## src/rtl/display_pkg.sv

```systemverilog
// Shared types and constants for the memory-mapped result display.
package display_pkg;

  typedef enum logic [1:0] {IDLE, CONV, LOAD} state_t;

  localparam int NUM_HEX_DIGITS = 4;
  localparam int NUM_DEC_DIGITS = 5;
  localparam int CONV_CYCLES    = 16;

  // Active-low {g,f,e,d,c,b,a}, entry 15 first.
  localparam logic [15:0][6:0] SEG_TABLE = {
    7'h0E, 7'h06, 7'h21, 7'h46, 7'h03, 7'h08, 7'h10, 7'h00,
    7'h78, 7'h02, 7'h12, 7'h19, 7'h30, 7'h24, 7'h79, 7'h40
  };

  // One double-dabble step: correct nibbles >= 5, then shift the next bit in.
  function automatic logic [19:0] bcd_step(input logic [19:0] bcd, input logic bit_in);
    logic [19:0] adj;
    adj = bcd;
    for (int i = 0; i < NUM_DEC_DIGITS; i++)
      if (adj[4*i +: 4] >= 4'd5) adj[4*i +: 4] = adj[4*i +: 4] + 4'd3;
    return {adj[18:0], bit_in};
  endfunction

endpackage

```

## src/rtl/seg7_decode.sv

```systemverilog
// Hex digit to active-low seven-segment pattern.
module seg7_decode
  import display_pkg::*;
(
  input  logic [3:0] digit,
  output logic [6:0] seg_n
);

  assign seg_n = SEG_TABLE[digit];

endmodule

```

## src/rtl/result_display.sv

```systemverilog
// Captures the I/O result value, converts it to hex or BCD digits and
// multiplexes them onto an 8-digit active-low seven-segment display.
module result_display
  import display_pkg::*;
#(
  parameter int SCAN_DIV = 50000
) (
  input  logic        clk,
  input  logic        reset,
  input  logic [15:0] result,
  input  logic        dec_mode,
  output logic [6:0]  seg_n,
  output logic        dp_n,
  output logic [7:0]  an_n,
  output logic        busy
);

  state_t            state;
  logic [15:0]       cap_val;
  logic              cap_mode;
  logic [15:0]       shift_val;
  logic [19:0]       bcd;
  logic [3:0]        conv_cnt;
  logic [4:0][3:0]   digit;
  logic              disp_mode;
  logic [15:0]       presc;
  logic [2:0]        idx;
  logic [3:0]        cur_digit;
  logic [6:0]        dec_seg;
  logic              active;

  assign busy = (state != IDLE);

  always_ff @(posedge clk) begin
    if (reset) begin
      state     <= IDLE;
      cap_val   <= '0;
      cap_mode  <= 1'b0;
      shift_val <= '0;
      bcd       <= '0;
      conv_cnt  <= '0;
      digit     <= '0;
      disp_mode <= 1'b0;
    end else begin
      case (state)
        IDLE: if (result != cap_val || dec_mode != cap_mode) begin
          cap_val   <= result;
          cap_mode  <= dec_mode;
          shift_val <= result;
          bcd       <= '0;
          conv_cnt  <= '0;
          state     <= dec_mode ? CONV : LOAD;
        end
        CONV: begin
          bcd       <= bcd_step(bcd, shift_val[15]);
          shift_val <= {shift_val[14:0], 1'b0};
          conv_cnt  <= conv_cnt + 4'd1;
          if (conv_cnt == 4'(CONV_CYCLES - 1)) state <= LOAD;
        end
        LOAD: begin
          digit     <= cap_mode ? bcd : {4'h0, cap_val};
          disp_mode <= cap_mode;
          state     <= IDLE;
        end
        default: state <= IDLE;
      endcase
    end
  end

  // Scan mux: only the display registers are read, never the converter.
  always_comb begin
    cur_digit = '0;
    for (int i = 0; i < NUM_DEC_DIGITS; i++)
      if (idx == i[2:0]) cur_digit = digit[i];
  end

  assign active = (idx < (disp_mode ? 3'(NUM_DEC_DIGITS) : 3'(NUM_HEX_DIGITS)));

  seg7_decode u_dec (
    .digit (cur_digit),
    .seg_n (dec_seg)
  );

  always_ff @(posedge clk) begin
    if (reset) begin
      presc <= '0;
      idx   <= '0;
      an_n  <= 8'hFF;
      seg_n <= 7'h7F;
      dp_n  <= 1'b1;
    end else begin
      if (presc == 16'(SCAN_DIV - 1)) begin
        presc <= '0;
        idx   <= idx + 3'd1;
      end else begin
        presc <= presc + 16'd1;
      end
      an_n  <= active ? ~(8'd1 << idx) : 8'hFF;
      seg_n <= active ? dec_seg : 7'h7F;
      dp_n  <= 1'b1;
    end
  end

endmodule

```

## config.mk

```make
export PLATFORM = sky130hd
export DESIGN_NAME = result_display
export DESIGN_NICKNAME = d
export VERILOG_FILES = /design/src/rtl/display_pkg.sv /design/src/rtl/seg7_decode.sv /design/src/rtl/result_display.sv
export SDC_FILE = /design/constraint.sdc
export NUM_CORES = 1
export LEC_CHECK = 0
export ABC_AREA = 1
export BUFFER_PORTS_ARGS = -buffer_cell sky130_fd_sc_hd__buf_2
export CORE_UTILIZATION = 55
export CTS_BUF_LIST = sky130_fd_sc_hd__clkbuf_8
export CTS_CLUSTER_DIAMETER = 100
export DETAILED_ROUTE_END_ITERATION = 16
export PLACE_DENSITY = 0.72
export SETUP_SLACK_MARGIN = 0.4
export SYNTH_ARGS = -nofsm -noshare
export SYNTH_HDL_FRONTEND = slang
export SYNTH_SLANG_ARGS = --single-unit
```

## constraint.sdc

```tcl
create_clock -name clk -period 3.99 [get_ports clk]
set_input_delay 1.197 -clock clk [delete_from_list [all_inputs] [get_ports clk]]
set_output_delay 1.197 -clock clk [all_outputs]
set_load 0.01 [all_outputs]
```

==> results of run 1 <==
-- worst max path at each step --
| stage | slack (ns) | cells past startpoint | end |
|---|---|---|---|
| after global routing | 1.03 | 12 | cap_val[8]$_SDFFE_PP0P_ |
| after CTS | 1.26 | 12 | cap_val[9]$_SDFFE_PP0P_ |
| after global placement | 0.83 | 9 | cap_val[8]$_SDFFE_PP0P_ |
| after detailed placement | 0.80 | 12 | cap_val[9]$_SDFFE_PP0P_ |
| final | 1.23 | 12 | cap_val[8]$_SDFFE_PP0P_ |
| after floorplan | 1.72 | 13 | shift_val[10]$_SDFFE_PP0P_ |
-- state kept, by name (all words and copies together) (netlist names) --
name / count
an_n: 8
shift_val: 16
digit: 20
seg_n: 7
presc: 16
cap_mode: 1
disp_mode: 1
conv_cnt: 4
bcd: 20
state: 2
idx: 3
cap_val: 16
-- power by group --
| group | switching, mW | total (mW) | internal, mW |
|---|---|---|---|
| combinational | 0.276 | 0.397 | 0.122 |
| sequential | 0.0616 | 1.28 | 1.21 |
| clock | 0.443 | 1.04 | 0.595 |
-- routing by layer --
metal,track usage [%],routed length (µm),vias to the layer above
met5,0,0,-
met4,9.29,227,0
met3,7.24,855,27
met2,42.3,6230,175
met1,34.0,6200,2429
li1,-,-,2707
-- layout by cell type (no fill, tap or decap) --
cell,synthesis,layout
buf_2,2,34
o21bai_1,1,1
nor2_2,1,1
clkinv_2,0,1
nor3_2,1,1
nor4_1,2,2
a21oi_1,124,124
bufinv_16,0,1
nand2_1,231,231
a221oi_1,1,1
ha_1,24,24
clkinv_1,2,2
or2_2,5,5
dfxtp_1,114,114
inv_1,76,80
nand2_4,1,1
o2bb2ai_1,1,1
clkinvlp_4,0,1
nor2_1,41,41
xor2_1,4,4
a21oi_2,2,2
xnor2_1,10,10
nor3_1,5,5
nand2_2,4,4
nand4_1,6,6
o21ai_0,53,53
nor3b_1,2,2
o21a_1,1,1
clkbuf_8,0,24
a211oi_1,1,1
conb_1,1,1
a31oi_1,1,1
buf_4,1,3
inv_2,4,4
nand3_1,66,66
-- cell families (layout without fill, tap and decap cells) --
kind of cell | count (synthesis) | in the layout | synth area share (%)
other cells | 1 | 1 | 0.0659
simple gates | 365 | 365 | 26.8
xor+xnor | 14 | 14 | 2.16
compound gates | 185 | 185 | 16.7
flops | 114 | 114 | 40.1
fa+ha+maj | 24 | 24 | 5.28
buf+inv | 117 | 150 | 8.89
-- cell type report --
type,instances,area (µm²)
repair buffers,37,193
inverters,82,308
well taps,133,166
clock buffers,24,330
multi-input cells,589,2900
flip-flops and latches,114,2280
clock inverters,7,57.6
fillers,928,3670
-- critical path: stages --
cell and delay (ns):
buf_2 0.11, inv_1 0.06, nand2_1 0.05, nand2_1 0.04, nor2_1 0.14, nand2_1 0.06
nor2_1 0.11, nand3_1 0.11, nand2_2 0.30, clkinv_1 0.52, nand2_1 0.26, a21oi_1 0.09
==> flow_summary.ini, run 1 <==
[run_status]
outcome = complete, no violations

[power_and_ir_drop]
power_density_mw_per_mm2 = 435
leakage_nw = 2.51
power.total_mw = 2.71
ir_drop_mv = 0.268

[placement]
placed_cells_incl_taps = 955
portBuffers = 34
dp_slack_ns = 0.799
gp_congestion = 0.880
dpl_cell_area_mm2 = 0.00585
dpl.hpwl_um = 9170

[critical_path]
rrSetupSlack_ns = 1.32
worstSetupStartpoint = result[4]
crit_fanout = 18
worstSetupPathType = in2reg
worstPathArrival_ns = 3.05
timing.rr.start = cap_mode$_SDFFE_PP0P_
rr_worst_depth = 8
cp.required_ns = 4.28
critPathCaptureType = flop
start_kind = input pin
reg2reg_to = cap_val[8]$_SDFFE_PP0P_

[timing]
setup_viol = 0
hold_slack_ns = 0.445
clock_skew_ns = 0.00878
layout_setup_ws_ns = 1.23
finalMaxSlewViolations = 0
fmax_mhz = 362
min_period_ns = 2.76
hold_viol = 0
rsz0062_at_grt = false
fin_setup_tns_ns = 0
finalCritPeriodShare_pct = 69.2
relSlewSlack_pct = 30.6
worst_pin_slew_ns = 1.04

[finish]
nets = 884
finish.utilization_pct = 63.0
final_cells = 986
area_growth_syn_to_layout_pct = 9.65
n_antenna_cell = 0
layout-drive-gt1-share_pct = 9.61
stdcell_area_mm2 = 0.00624

[logic_synthesis]
synth_cell_type_count = 34
syn-instance-count = 820
synthTopCellsByArea = dfxtp_1, nand2_1, a21oi_1, nand3_1, ha_1
synth_edf_count = 0
ys_seq_area_share_pct = 40.1
synthArstFlopShare_pct = 0
synth-seq-cells = 114
yosysMostFrequentCell = nand2_1
synth_flop_cell = dfxtp_1
synthesis.nets = 863
netlist.area_leader.share_pct = 40.1
syn_avg_cell_area_um2 = 6.94
yosysWarningCount = 0
syn_area_mm2 = 0.00569
synth_common_cells = nand2_1, a21oi_1, dfxtp_1
synth_top_area_cell = dfxtp_1

[die]
core-area_mm2 = 0.00991
start_util_pct = 57.4
die-height_um = 104
die-area_mm2 = 0.0108
die_w_um = 104
rows = 36
ioPinCount = 36

[hold_path]
holdPathEnd = presc[0]$_SDFF_PP0_
hold_depth = 1
hold_class = reg2reg
hp-start = presc[0]$_SDFF_PP0_

[route]
vias_per_cell = 5.41
first_pass_iters = 7
vias = 5338
ant_nets = 0
post_drt_wl_per_cell_um = 13.7
routed_wl_um = 13500
drt_iter0_markers = 379
drc = 0

[global_routing]
overflow = 0
grt_pass1_wl_um = 22800
grt_pass1_vias = 4916
grt_antenna_before_repair = 0
grt_max_degree = 64
grt_usage_pct = 26.3

[clocking]
cts.sinks = 114
clock-root-buffer = clkbuf_8
path_clk_slew_ns = 0.06
htreeDepth = 4
postCtsSetupBuffers = 0
holdBufCountCts = 0
numCtsBuffers = 17
post_cts_resized = 0
clock_latency_ns = 0.44
clockBufferDepth = 2
cts_tree = done

[job]
maxCapViolations = 0
Power figures use the tool's default switching activity.
==> inputs of run 2 (changes only) <==
--- a/config.mk
+++ b/config.mk
@@ -5,13 +5,13 @@
 export SDC_FILE = /design/constraint.sdc
 export NUM_CORES = 1
 export LEC_CHECK = 0
-export ABC_AREA = 1
+export ABC_AREA = 0
 export BUFFER_PORTS_ARGS = -buffer_cell sky130_fd_sc_hd__buf_2
 export CORE_UTILIZATION = 55
 export CTS_BUF_LIST = sky130_fd_sc_hd__clkbuf_8
 export CTS_CLUSTER_DIAMETER = 100
 export DETAILED_ROUTE_END_ITERATION = 16
-export PLACE_DENSITY = 0.72
+export PLACE_DENSITY = 0.75
 export SETUP_SLACK_MARGIN = 0.4
 export SYNTH_ARGS = -nofsm -noshare
 export SYNTH_HDL_FRONTEND = slang
==> constraint.sdc (replaced) <==
create_clock -name clk -period 2.5 [get_ports clk]
set_input_delay 0.75 -clock clk [delete_from_list [all_inputs] [get_ports clk]]
set_output_delay 0.75 -clock clk [all_outputs]
set_load 0.01 [all_outputs]
==> run 2 against run 1 <==
  * Sequential cell count unchanged
  * Setup slack worse by 1.1 ns
  * Power up 59%
  * Design area up 3.2%
  * Highest routed layer unchanged
==> flow_summary.ini, run 2 <==
[power_and_ir_drop]
power.total_mw = 4.31
power_density_mw_per_mm2 = 670
leakage_nw = 2.44
ir_drop_mv = 0.471

[timing]
min_period_ns = 2.37
hold_slack_ns = 0.463
finalCritPeriodShare_pct = 94.7
relSlewSlack_pct = 49.8
fmax_mhz = 422
rsz0062_at_grt = true
clock_skew_ns = 0.0105
setup_viol = 0
fin_setup_tns_ns = 0
hold_viol = 0
finalMaxSlewViolations = 0
layout_setup_ws_ns = 0.133
worst_pin_slew_ns = 0.750

[finish]
n_antenna_cell = 0
mostFrequentLayoutCells = dfxtp_1, nor2_1, nand2_1
layout-drive-gt1-share_pct = 22.6
final_common_cell = dfxtp_1
nets = 681
area_growth_syn_to_layout_pct = 19.5
largest_registers = bcd x20, digit x20
finish.utilization_pct = 68.7

[critical_path]
critPathCaptureType = flop
rrSetupSlack_ns = 0.13
start_kind = flop
critPathBufInv = 1
crit_top_cell = ha_4
critPathMaxStageDelay_ns = 0.44
rr_worst_depth = 9
cp.required_ns = 2.81
crit_slowest_cell = mux4_2
crit_fanout = 4
path_cells = ha_4 -> ha_4 -> or2_4 -> a221oi_4 -> o22ai_4 -> ha_1 -> inv_2 -> mux4_2 -> nand2b_4
cp.depth = 9
worstPathArrival_ns = 2.68
worstSetupPathType = reg2reg
cp_top_family = adder cells

[die]
rows = 35
start_util_pct = 57.5
die-area_mm2 = 0.0102
ioPinCount = 36
die-height_um = 101
die_w_um = 101
core-area_mm2 = 0.00937

[logic_synthesis]
netlist.area_leader.share_pct = 42.3
synthesis.nets = 624
synth-seq-cells = 114
yosysMostFrequentCell = dfxtp_1
synth_cell_type_count = 56
yosysWarningCount = 0
synth_flop_cell = dfxtp_1
synthTopCellsByArea = dfxtp_1, mux2i_1, ha_1, nor2_1, xnor2_1
syn_area_mm2 = 0.00539
synth_top_area_cell = dfxtp_1
synthArstFlopShare_pct = 0
syn_avg_cell_area_um2 = 9.28
ys_seq_area_share_pct = 42.3
synth_common_cells = dfxtp_1, nor2_1, nand2_1
syn-instance-count = 581
synth_edf_count = 0

[run_status]
outcome = complete, no violations

[route]
routed_wl_um = 12600
first_pass_iters = 5
post_drt_wl_per_cell_um = 16.2
drc = 0
vias = 4380
vias_per_cell = 5.62
drt_iter0_markers = 309
ant_nets = 0

[hold_path]
hold_depth = 2
hold_class = reg2reg

[global_routing]
grt_pass1_vias = 4278
grt_usage_pct = 26.2
grt_pass1_wl_um = 20700
grt_antenna_before_repair = 0
grt_max_degree = 38
overflow = 0

[clocking]
htreeDepth = 4
clockBufferDepth = 2
path_clk_slew_ns = 0.06
cts_tree = done
holdBufCountCts = 0
clock_latency_ns = 0.42
numCtsBuffers = 17
cts.sinks = 114
clock-root-buffer = clkbuf_8

[placement]
gp_congestion = 0.844
dp_slack_ns = 0.0735
portBuffers = 34
dpl.hpwl_um = 8590

[job]
maxCapViolations = 0
run 2: report_power, final:
part           internal [mW]  switching (mW)  total, mW
combinational          0.273           0.348      0.621
clock                  0.948           0.735       1.68
sequential              1.92          0.0873       2.01
total                   3.14            1.17       4.31
run 2: worst reg2reg max path, cell delays in order (launching register included):
cell	delay, ns
dfxtp_4	0.38
ha_4	0.18
ha_4	0.15
or2_4	0.26
a221oi_4	0.24
o22ai_4	0.13
ha_1	0.30
inv_2	0.04
mux4_2	0.44
nand2b_4	0.14
run 2: area by class of cell:
type	instances	area (µm²)
flip-flops and latches	114	2290
clock buffers	20	275
well taps	129	161
repair buffers	69	453
fillers	732	2930
clock inverters	12	115
inverters	24	95.1
multi-input cells	412	3050
run 2: cell families (layout without fill, tap and decap cells):
kind of cell,count (synthesis),in the layout,synth area share (%)
DFF,114,114,42.3
xor gates and xnor gates,41,41,6.66
muxes,42,42,8.06
buffers and inverters,55,125,4.74
adders and majority gates,24,24,5.57
and+or+nand+nor,185,185,16.6
other,1,1,0.0696
AOI/OAI and AO/OA,119,119,16.0
run 2: worst paths after layout:
kind,from,endpoint
hold reg to reg,digit[19]$_SDFFE_PP0N_,digit[19]$_SDFFE_PP0N_
hold / removal,digit[19]$_SDFFE_PP0N_,digit[19]$_SDFFE_PP0N_
setup / recovery,idx[0]$_SDFFE_PP0P_,seg_n[3]$_SDFF_PP1_
setup reg to reg,idx[0]$_SDFFE_PP0P_,seg_n[3]$_SDFF_PP1_
run 2: timing repair:
action,in CTS,in global routing
resized for setup,18,16
setup buffers,10,4
endpoints found under the setup margin,7,17
endpoints found under the hold margin,0,0
pin swaps,11,9
run 2: per-layer routing:
| layer | part of all wire, % | global-route usage, % |
|---|---|---|
| met5 | 0 | 0 |
| met4 | 1.8 | 8.70 |
| met3 | 5.0 | 5.41 |
| met2 | 49 | 43.8 |
| met1 | 44 | 33.8 |
run 2: through the flow:
stage	area [µm²]	instances
final	6440	780
after detailed placement	5780	734
after floorplan	5450	581
after global placement	5780	734
after CTS	6340	776
after global routing	6440	780
